### config.mk
export PLATFORM = sky130hd
export DESIGN_NAME = sseg_share_arb
export DESIGN_NICKNAME = d
export VERILOG_FILES = /design/src/rtl/sseg_arb_pkg.sv /design/src/rtl/sseg_tick_gen.sv /design/src/rtl/sseg_share_arb.sv
export SDC_FILE = /design/constraint.sdc
export NUM_CORES = 1
export LEC_CHECK = 0
export ABC_AREA = 1
export CAP_MARGIN = 20
export CORE_ASPECT_RATIO = 1.2
export CORE_MARGIN = 5
export CORE_UTILIZATION = 40
export CTS_BUF_LIST = sky130_fd_sc_hd__clkbuf_8
export DETAILED_ROUTE_END_ITERATION = 12
export PLACE_DENSITY = 0.76
export SLEW_MARGIN = 20
export SYNTH_ARGS = -nofsm -noshare
export SYNTH_HDL_FRONTEND = slang
export SYNTH_SLANG_ARGS = --single-unit
export TNS_END_PERCENT = 50
### constraint.sdc
create_clock -name clk -period 3.14 [get_ports clk]
set_input_delay 0.628 -clock clk [delete_from_list [all_inputs] [get_ports clk]]
set_output_delay 0.628 -clock clk [all_outputs]
set_load 0.02 [all_outputs]
### src/rtl/sseg_arb_pkg.sv
// Shared types for the seven-segment display share arbiter: FSM state
// encoding, requester indices and the registered display word.
package sseg_arb_pkg;

    typedef enum logic [1:0] {
        ST_IDLE  = 2'd0,
        ST_OWN_A = 2'd1,
        ST_OWN_B = 2'd2,
        ST_BLANK = 2'd3
    } arb_state_e;

    localparam logic SRC_A = 1'b0;
    localparam logic SRC_B = 1'b1;

    // Everything the display driver needs besides gnt/valid
    typedef struct packed {
        logic [13:0] cnt1;
        logic [6:0]  cnt2;
        logic [1:0]  mod_sel;
        logic        sign;
        logic        dp_en;
        logic [1:0]  dp_sel;
    } disp_t;

    // Ownership state that corresponds to a requester index
    function automatic arb_state_e own_state(input logic src);
        return (src == SRC_A) ? ST_OWN_A : ST_OWN_B;
    endfunction

endpackage

### src/rtl/sseg_tick_gen.sv
// Free-running prescaler: one-cycle tick every TICK_DIV clocks.
module sseg_tick_gen #(
    parameter int TICK_DIV = 50000
) (
    input  logic clk,
    input  logic rst_n,
    output logic tick
);

    localparam int PW = (TICK_DIV > 1) ? $clog2(TICK_DIV) : 1;
    localparam logic [PW-1:0] LAST = PW'(TICK_DIV - 1);

    logic [PW-1:0] presc_q;
    logic [PW-1:0] presc_d;

    // Count 0..TICK_DIV-1 and wrap; tick marks the wrap cycle
    always_comb begin
        tick    = (presc_q == LAST);
        presc_d = tick ? '0 : presc_q + 1'b1;
    end

    // Prescaler register
    always_ff @(posedge clk or negedge rst_n) begin
        if (!rst_n) presc_q <= '0;
        else        presc_q <= presc_d;
    end

endmodule

### src/rtl/sseg_share_arb.sv
// Time-shares one four-digit seven-segment display between requesters A
// and B, with a minimum dwell before pre-emption and a blank interval on
// every ownership change. All outputs are registered.
module sseg_share_arb
    import sseg_arb_pkg::*;
#(
    parameter int TICK_DIV = 50000,
    parameter int DWELL    = 200,
    parameter int BLANK    = 10
) (
    input  logic        clk,
    input  logic        rst_n,
    input  logic        req_a,
    input  logic [13:0] a_cnt1,
    input  logic [6:0]  a_cnt2,
    input  logic [1:0]  a_mode,
    input  logic        a_sign,
    input  logic        a_dp_en,
    input  logic [1:0]  a_dp_sel,
    input  logic        req_b,
    input  logic [13:0] b_cnt1,
    input  logic [6:0]  b_cnt2,
    input  logic [1:0]  b_mode,
    input  logic        b_sign,
    input  logic        b_dp_en,
    input  logic [1:0]  b_dp_sel,
    output logic        gnt_a,
    output logic        gnt_b,
    output logic [13:0] cnt1,
    output logic [6:0]  cnt2,
    output logic [1:0]  mod_sel,
    output logic        sign,
    output logic        dp_en,
    output logic [1:0]  dp_sel,
    output logic        valid
);

    localparam int DW = (DWELL > 0) ? $clog2(DWELL + 1) : 1;
    localparam int BW = (BLANK > 0) ? $clog2(BLANK + 1) : 1;
    localparam logic [DW-1:0] DWELL_V = DW'(DWELL);
    localparam logic [BW-1:0] BLANK_V = BW'(BLANK);

    logic tick;

    arb_state_e    state_q, state_d;
    logic          tgt_q, tgt_d;
    logic          last_q, last_d;
    logic [DW-1:0] dwell_q, dwell_d;
    logic [BW-1:0] blank_q, blank_d;
    logic          gnt_a_q, gnt_a_d;
    logic          gnt_b_q, gnt_b_d;
    logic          valid_q, valid_d;
    disp_t         disp_q, disp_d;

    logic  tgt_req;
    logic  oth_req;
    disp_t disp_a;
    disp_t disp_b;

    sseg_tick_gen #(.TICK_DIV(TICK_DIV)) u_tick (
        .clk   (clk),
        .rst_n (rst_n),
        .tick  (tick)
    );

    // Next state, pending target and last-owner pointer
    always_comb begin
        state_d = state_q;
        tgt_d   = tgt_q;
        last_d  = last_q;
        tgt_req = (tgt_q == SRC_A) ? req_a : req_b;
        oth_req = (tgt_q == SRC_A) ? req_b : req_a;
        case (state_q)
            ST_IDLE: begin
                // Tie goes to whoever did not own the display last
                if (req_a && req_b)  state_d = (last_q == SRC_A) ? ST_OWN_B : ST_OWN_A;
                else if (req_a)      state_d = ST_OWN_A;
                else if (req_b)      state_d = ST_OWN_B;
            end
            ST_OWN_A: begin
                if (!req_a) begin
                    if (req_b) begin
                        state_d = ST_BLANK;
                        tgt_d   = SRC_B;
                    end else begin
                        state_d = ST_IDLE;
                    end
                end else if (req_b && dwell_q == DWELL_V) begin
                    state_d = ST_BLANK;
                    tgt_d   = SRC_B;
                end
            end
            ST_OWN_B: begin
                if (!req_b) begin
                    if (req_a) begin
                        state_d = ST_BLANK;
                        tgt_d   = SRC_A;
                    end else begin
                        state_d = ST_IDLE;
                    end
                end else if (req_a && dwell_q == DWELL_V) begin
                    state_d = ST_BLANK;
                    tgt_d   = SRC_A;
                end
            end
            ST_BLANK: begin
                // Requests are only looked at once the blank has expired
                if (blank_q == BLANK_V) begin
                    if (tgt_req)      state_d = own_state(tgt_q);
                    else if (oth_req) state_d = own_state(~tgt_q);
                    else              state_d = ST_IDLE;
                end
            end
            default: state_d = ST_IDLE;
        endcase
        if (state_d == ST_OWN_A) last_d = SRC_A;
        if (state_d == ST_OWN_B) last_d = SRC_B;
    end

    // Dwell and blank counters: cleared outside their state, saturating on tick
    always_comb begin
        dwell_d = '0;
        blank_d = '0;
        if ((state_q == ST_OWN_A || state_q == ST_OWN_B) && state_d == state_q) begin
            dwell_d = dwell_q;
            if (tick && dwell_q != DWELL_V) dwell_d = dwell_q + 1'b1;
        end
        if (state_q == ST_BLANK && state_d == ST_BLANK) begin
            blank_d = blank_q;
            if (tick && blank_q != BLANK_V) blank_d = blank_q + 1'b1;
        end
    end

    // Output mux keyed on the next state so grants and data change together
    always_comb begin
        disp_a  = '{cnt1: a_cnt1, cnt2: a_cnt2, mod_sel: a_mode,
                    sign: a_sign, dp_en: a_dp_en, dp_sel: a_dp_sel};
        disp_b  = '{cnt1: b_cnt1, cnt2: b_cnt2, mod_sel: b_mode,
                    sign: b_sign, dp_en: b_dp_en, dp_sel: b_dp_sel};
        gnt_a_d = (state_d == ST_OWN_A);
        gnt_b_d = (state_d == ST_OWN_B);
        valid_d = gnt_a_d || gnt_b_d;
        disp_d  = '0;
        if (gnt_a_d)      disp_d = disp_a;
        else if (gnt_b_d) disp_d = disp_b;
    end

    // State, counters and registered outputs
    always_ff @(posedge clk or negedge rst_n) begin
        if (!rst_n) begin
            state_q <= ST_IDLE;
            tgt_q   <= SRC_A;
            last_q  <= SRC_B;
            dwell_q <= '0;
            blank_q <= '0;
            gnt_a_q <= 1'b0;
            gnt_b_q <= 1'b0;
            valid_q <= 1'b0;
            disp_q  <= '0;
        end else begin
            state_q <= state_d;
            tgt_q   <= tgt_d;
            last_q  <= last_d;
            dwell_q <= dwell_d;
            blank_q <= blank_d;
            gnt_a_q <= gnt_a_d;
            gnt_b_q <= gnt_b_d;
            valid_q <= valid_d;
            disp_q  <= disp_d;
        end
    end

    assign gnt_a   = gnt_a_q;
    assign gnt_b   = gnt_b_q;
    assign valid   = valid_q;
    assign cnt1    = disp_q.cnt1;
    assign cnt2    = disp_q.cnt2;
    assign mod_sel = disp_q.mod_sel;
    assign sign    = disp_q.sign;
    assign dp_en   = disp_q.dp_en;
    assign dp_sel  = disp_q.dp_sel;

endmodule

== Yosys cells after proc, flatten, opt, wreduce, memory -nomap -nowiden ==
Index checks and enable logic that the tools add are counted.

* Flip-flop bits (word level): 62
* Input port bits: 58
* Output and inout port bits: 30
* Logic and storage cells: 83

* Add/subtract/negate cells: 3
* Eq/ne operators: 18
* Multiplexer cells: 34
* Reduce and logical (&&, ||, !) cells: 13

{| class="wikitable"
|+ Operator list
! kind !! count
|-
| 27-bit 2-to-1 mux || 2
|-
| 2-bit 2-to-1 mux || 15
|-
| 16-bit by 1-bit adder with 16-bit output (second input constant) || 1
|-
| 16-bit equality test (second input constant) || 1
|-
| 16-bit 2-to-1 mux || 1
|-
| 8-bit 2-to-1 mux || 2
|-
| 3-bit != test (second input constant) || 4
|-
| 1-bit 2-to-1 mux || 10
|-
| 8-bit by 1-bit adder with 8-bit output (second input constant) || 1
|-
| 2-bit equality test (second input constant) || 4
|-
| 8-bit equality test (second input constant) || 1
|-
| 4-bit 2-to-1 mux || 2
|-
| 8-bit != test (second input constant) || 1
|-
| 2-bit case mux with 4 select lines || 1
|-
| 1-bit logical AND || 7
|-
| 5-bit AND reduction || 1
|-
| 4-bit by 1-bit adder with 4-bit output (second input constant) || 1
|-
| 2-bit by 1-bit equality test with 1-bit output (second input constant) || 2
|-
| 4-bit equality test (second input constant) || 1
|-
| 2-bit by 1-bit != test with 1-bit output (second input constant) || 2
|-
| 4-bit != test (second input constant) || 1
|-
| 2-bit nonzero test || 2
|-
| 2-bit equality test || 1
|-
| 2-bit logical NOT || 1
|-
| other kinds (2) || 3
|}

== Logic depth before layout (Yosys ltp) ==
* Depth after elaboration: 8
* Depth in mapped cells: 19

== Modules after synthesis ==
From an unflattened synthesis, not the netlist that was laid out.

* Cell total of the unflattened synthesis: 378
* Area total of the unflattened synthesis: 3,193.1 µm²

{| class="wikitable"
|+ Modules (own cells, without submodules)
! module !! instances !! cells an instance !! area an instance (µm²)
|-
| sseg_share_arb || 1 || 257 || 2,316.0
|-
| sseg_tick_gen || 1 || 121 || 877.1
|}

== Least setup slack after synthesis ==
OpenSTA, ideal clock, no wires.

* Kind: register to register
* From: register dwell_q[0]
* To: register disp_q, in the netlist cnt1[10]
* Library setup time: 0.118 ns
* Arrival time: 2.329 ns
* Data required time: 3.022 ns
* Slack: 0.693 ns
* Cell stages (with the launch flop): 19
* Clock period less this slack: 2.447 ns
* Cell sequence: dfrtp_1 -> inv_1 -> ha_1 -> nand2_1 -> nor2_2 -> nand3_1 -> nand2_1 -> nand2_2 -> nand3_1 -> nand2_1 -> nand2_1 -> nand2_2 -> inv_1 -> ha_1 -> clkbuf_1 -> clkinv_1 -> clkbuf_1 -> nand3_1 -> nand2_1

{| class="wikitable"
|+ RTL lines
! what !! RTL line !! RTL
|-
| from (decl) || sseg_share_arb.sv:48 || <nowiki>logic [DW-1:0] dwell_q, dwell_d;</nowiki>
|-
| from (signal assigned) || sseg_share_arb.sv:164 || <nowiki>dwell_q <= dwell_d;</nowiki>
|-
| to (signal assigned) || sseg_share_arb.sv:169 || <nowiki>disp_q <= disp_d;</nowiki>
|-
| to (decl) || sseg_share_arb.sv:53 || <nowiki>disp_t disp_q, disp_d;</nowiki>
|}

==> reports/results.ini <==
[setup_path]
cp.arrival_ns = 3.00
setup.worst_path.class = input port to register
crit_path_max_fanout = 29
startpoint_type = input port
crit_required_ns = 3.41
worstSetupEndpointType = register

[timing]
setup_viol = 0
setup_tns_ns = 0
max_slew_margin_pct = 33.8
timing.final.max_slew_violations = 0
hold_viol_final = 0
worst_pin_slew_ns = 0.994
rsz0062_at_grt = false
hold_slack_ns = 0.345
post-route-period-util_pct = 87.0
clock.fmax_mhz = 366
finClkSkew_ns = 0.00860
period_minus_slack_ns = 2.73

[flow_run]
max-cap-violations = 0

[logic_synthesis]
netlist-cell-type-count = 33
synthesis.area_um2 = 3150
syn_inst = 374
synth_ff_type = dfrtp_1
synthArstFlopShare_pct = 100
synth_commonest_cells = nand2_1, dfrtp_1, nand3_1, inv_1, nor2_1
ys_ff_latch = 62
postSynthAreaPerCell_um2 = 8.43
yosysSeqAreaShare_pct = 49.3
synth_nets = 444
yosys_warnings = 0
yosysTopAreaCell = dfrtp_1
netlist_top_cells_area = dfrtp_1, nand2_1, nand3_1, ha_1, inv_1
yosys.area.top_type_share_pct = 48.4
synth_edf_count = 0
synth_most_common_cell = nand2_1

[global_route]
grt_max_degree = 33
grt-ovfl-total = 0
track_usage_pct = 15.7
antenna_found_initial = 0
grt_pass1_vias = 2726
grt_pass1_wl_um = 12300

[drt]
route.detailed.drc = 0
wl_met2_um = 3210
drt_iter0_markers = 137
vias = 2715
met1_length_um = 2880
routed.top_layer = met4
drt_wl_total_um = 7190
wire_per_inst_um = 12.8
antenna_left = 0
vias_per_cell = 4.83
wl_met3_um = 963
drtPass1Iterations = 4

[floorplan]
io_pins = 88
start_util_pct = 40.9
num_rows = 35
die_y_um = 107
die_w_um = 91.0
core_area_um2 = 7710
die_area_um2 = 9760

[placed_design]
dp.cells = 547
gp_routability_congestion = 0.864
port_buffers = 87
hpwlAfterDp_um = 5570

[cts]
cts_buffer_depth = 2
tritoncts = built
cts_setup_buffers = 0
htree_num_levels = 3
cts-root-buf = clkbuf_8
cts_sinks = 62
cts_resized = 0
path_clk_slew_ns = 0.07
ctsHoldBuffers = 0
clk_latency_ns = 0.33
cts-buffers-inserted = 9

[pwr]
clock_power_share_pct = 22.1
p_seq_share_pct = 29.9
internal_power_w = 0.00210
p_switching_w = 0.00144
combPwrFrac_pct = 48.0
p_per_area_nw_per_um2 = 816
switching_share_pct = 40.7
ir_drop_mv = 0.497
leakagePower_nw = 2.03

[layout]
drive_gt1_share_pct = 11.3
area_delta_synth_final_pct = 38.0
antennaDiodeCount = 0
fin_cells = 562
nets = 536

[run_status]
status = complete, no violations

[hold_path]
min-delay-path-class = input port to async pin

-- routing by layer --
metal / track usage (%) / up-vias
met5: 0 / -
met3: 8.49 / 9
met1: 17.1 / 1232
met2: 25.4 / 102
li1: - / 1372
met4: 6.29 / 0
-- cells by family after synthesis --
family,share of synthesized area [%]
AOI/OAI and AO/OA,5.84
DFF,49.3
xor gates and xnor gates,2.50
adders and majority gates,4.76
buffers and inverters,6.95
and+or+nand+nor,30.7
-- cell usage in the layout, fill, tap and decap left out, types with 2 or more instances in the layout --
master           instances
a21oi_1                  9
buf_4                    2
bufinv_16                2
clkbuf_8                11
clkdlybuf4s50_1         86
clkinv_1                 2
dfrtp_1                 61
ha_1                    12
inv_1                   37
inv_2                    7
nand2_1                101
nand2_2                  7
nand2_4                  2
nand3_1                 46
nand4_1                  2
nor2_1                  26
nor2_2                   3
nor3_1                   4
nor3_2                   8
o21ai_0                 16
o21ai_2                  2
o31ai_1                  2
xnor2_1                  3
xor2_1                   6
-- power by group through the flow --
stage / Clock [W] / Sequential (W) / Combinational, W
2_1_floorplan: 0 / 0.00124 / 0.000936
3_3_place_gp: 0 / 0.00107 / 0.00169
4_1_cts: 0.000805 / 0.00107 / 0.00173
5_1_grt: 0.000838 / 0.00108 / 0.00194
6_report: 0.000782 / 0.00106 / 0.00170
3_5_place_dp: 0 / 0.00108 / 0.00172
-- critical path, cell delays in order --
cell	delay (ns)
clkdlybuf4s50_1	0.61
nand3_1	0.12
nand2_1	0.11
nand2_2	0.07
nand3_1	0.08
nand2_1	0.06
nand2_2	0.07
nand2_2	0.06
inv_1	0.10
ha_1	0.82
nand3_1	0.17
nand2_1	0.10
-- final timing paths --
check	startpoint	end	slack, ns	cells after the start
max in group asynchronous	rst_n	u_tick.presc_q[9]	2.18	2
worst max-delay path	req_b	cnt1[9]	0.41	12
min in group clk	u_tick.presc_q[0]	u_tick.presc_q[0]	0.46	1
worst min register to register	u_tick.presc_q[0]	u_tick.presc_q[0]	0.46	1
worst max register to register	dwell_q[0]	cnt1[9]	0.49	15
worst min-delay path	rst_n	dwell_q[1]	0.35	1
-- state kept, by name (all words and copies together) (netlist names) --
name            cells
mod_sel             2
dwell_q             8
sign                1
gnt_a               1
dp_en               1
blank_q             4
cnt2                7
state_q             2
gnt_b               1
cnt1               14
tgt_q               1
valid               1
u_tick.presc_q     16
dp_sel              2
last_q              1
-- metrics by stage --
| stage | cell area (µm²) | util [%] | setup WS, ns | power (W) |
|---|---|---|---|---|
| floorplan | 3150 | - | 0.693 | 0.00217 |
| global placement | 4130 | 53.5 | 0.169 | 0.00277 |
| detailed placement | 4130 | 53.5 | 0.0814 | 0.00280 |
| CTS | 4350 | 56.4 | 0.437 | 0.00360 |
| global route | 4350 | 56.4 | 0.143 | 0.00386 |
| finish | 4350 | 56.4 | 0.408 | 0.00355 |
-- layout make-up --
class                      count  area [µm²]
tap                           92         115
multi-input combinational    257        1380
clock inverter                 4        71.3
timing repair buffer          90         901
fill                         683        3360
clock buffer                  11         151
inverter                      46         178
sequential                    62        1550
Power figures use the tool's default switching activity.
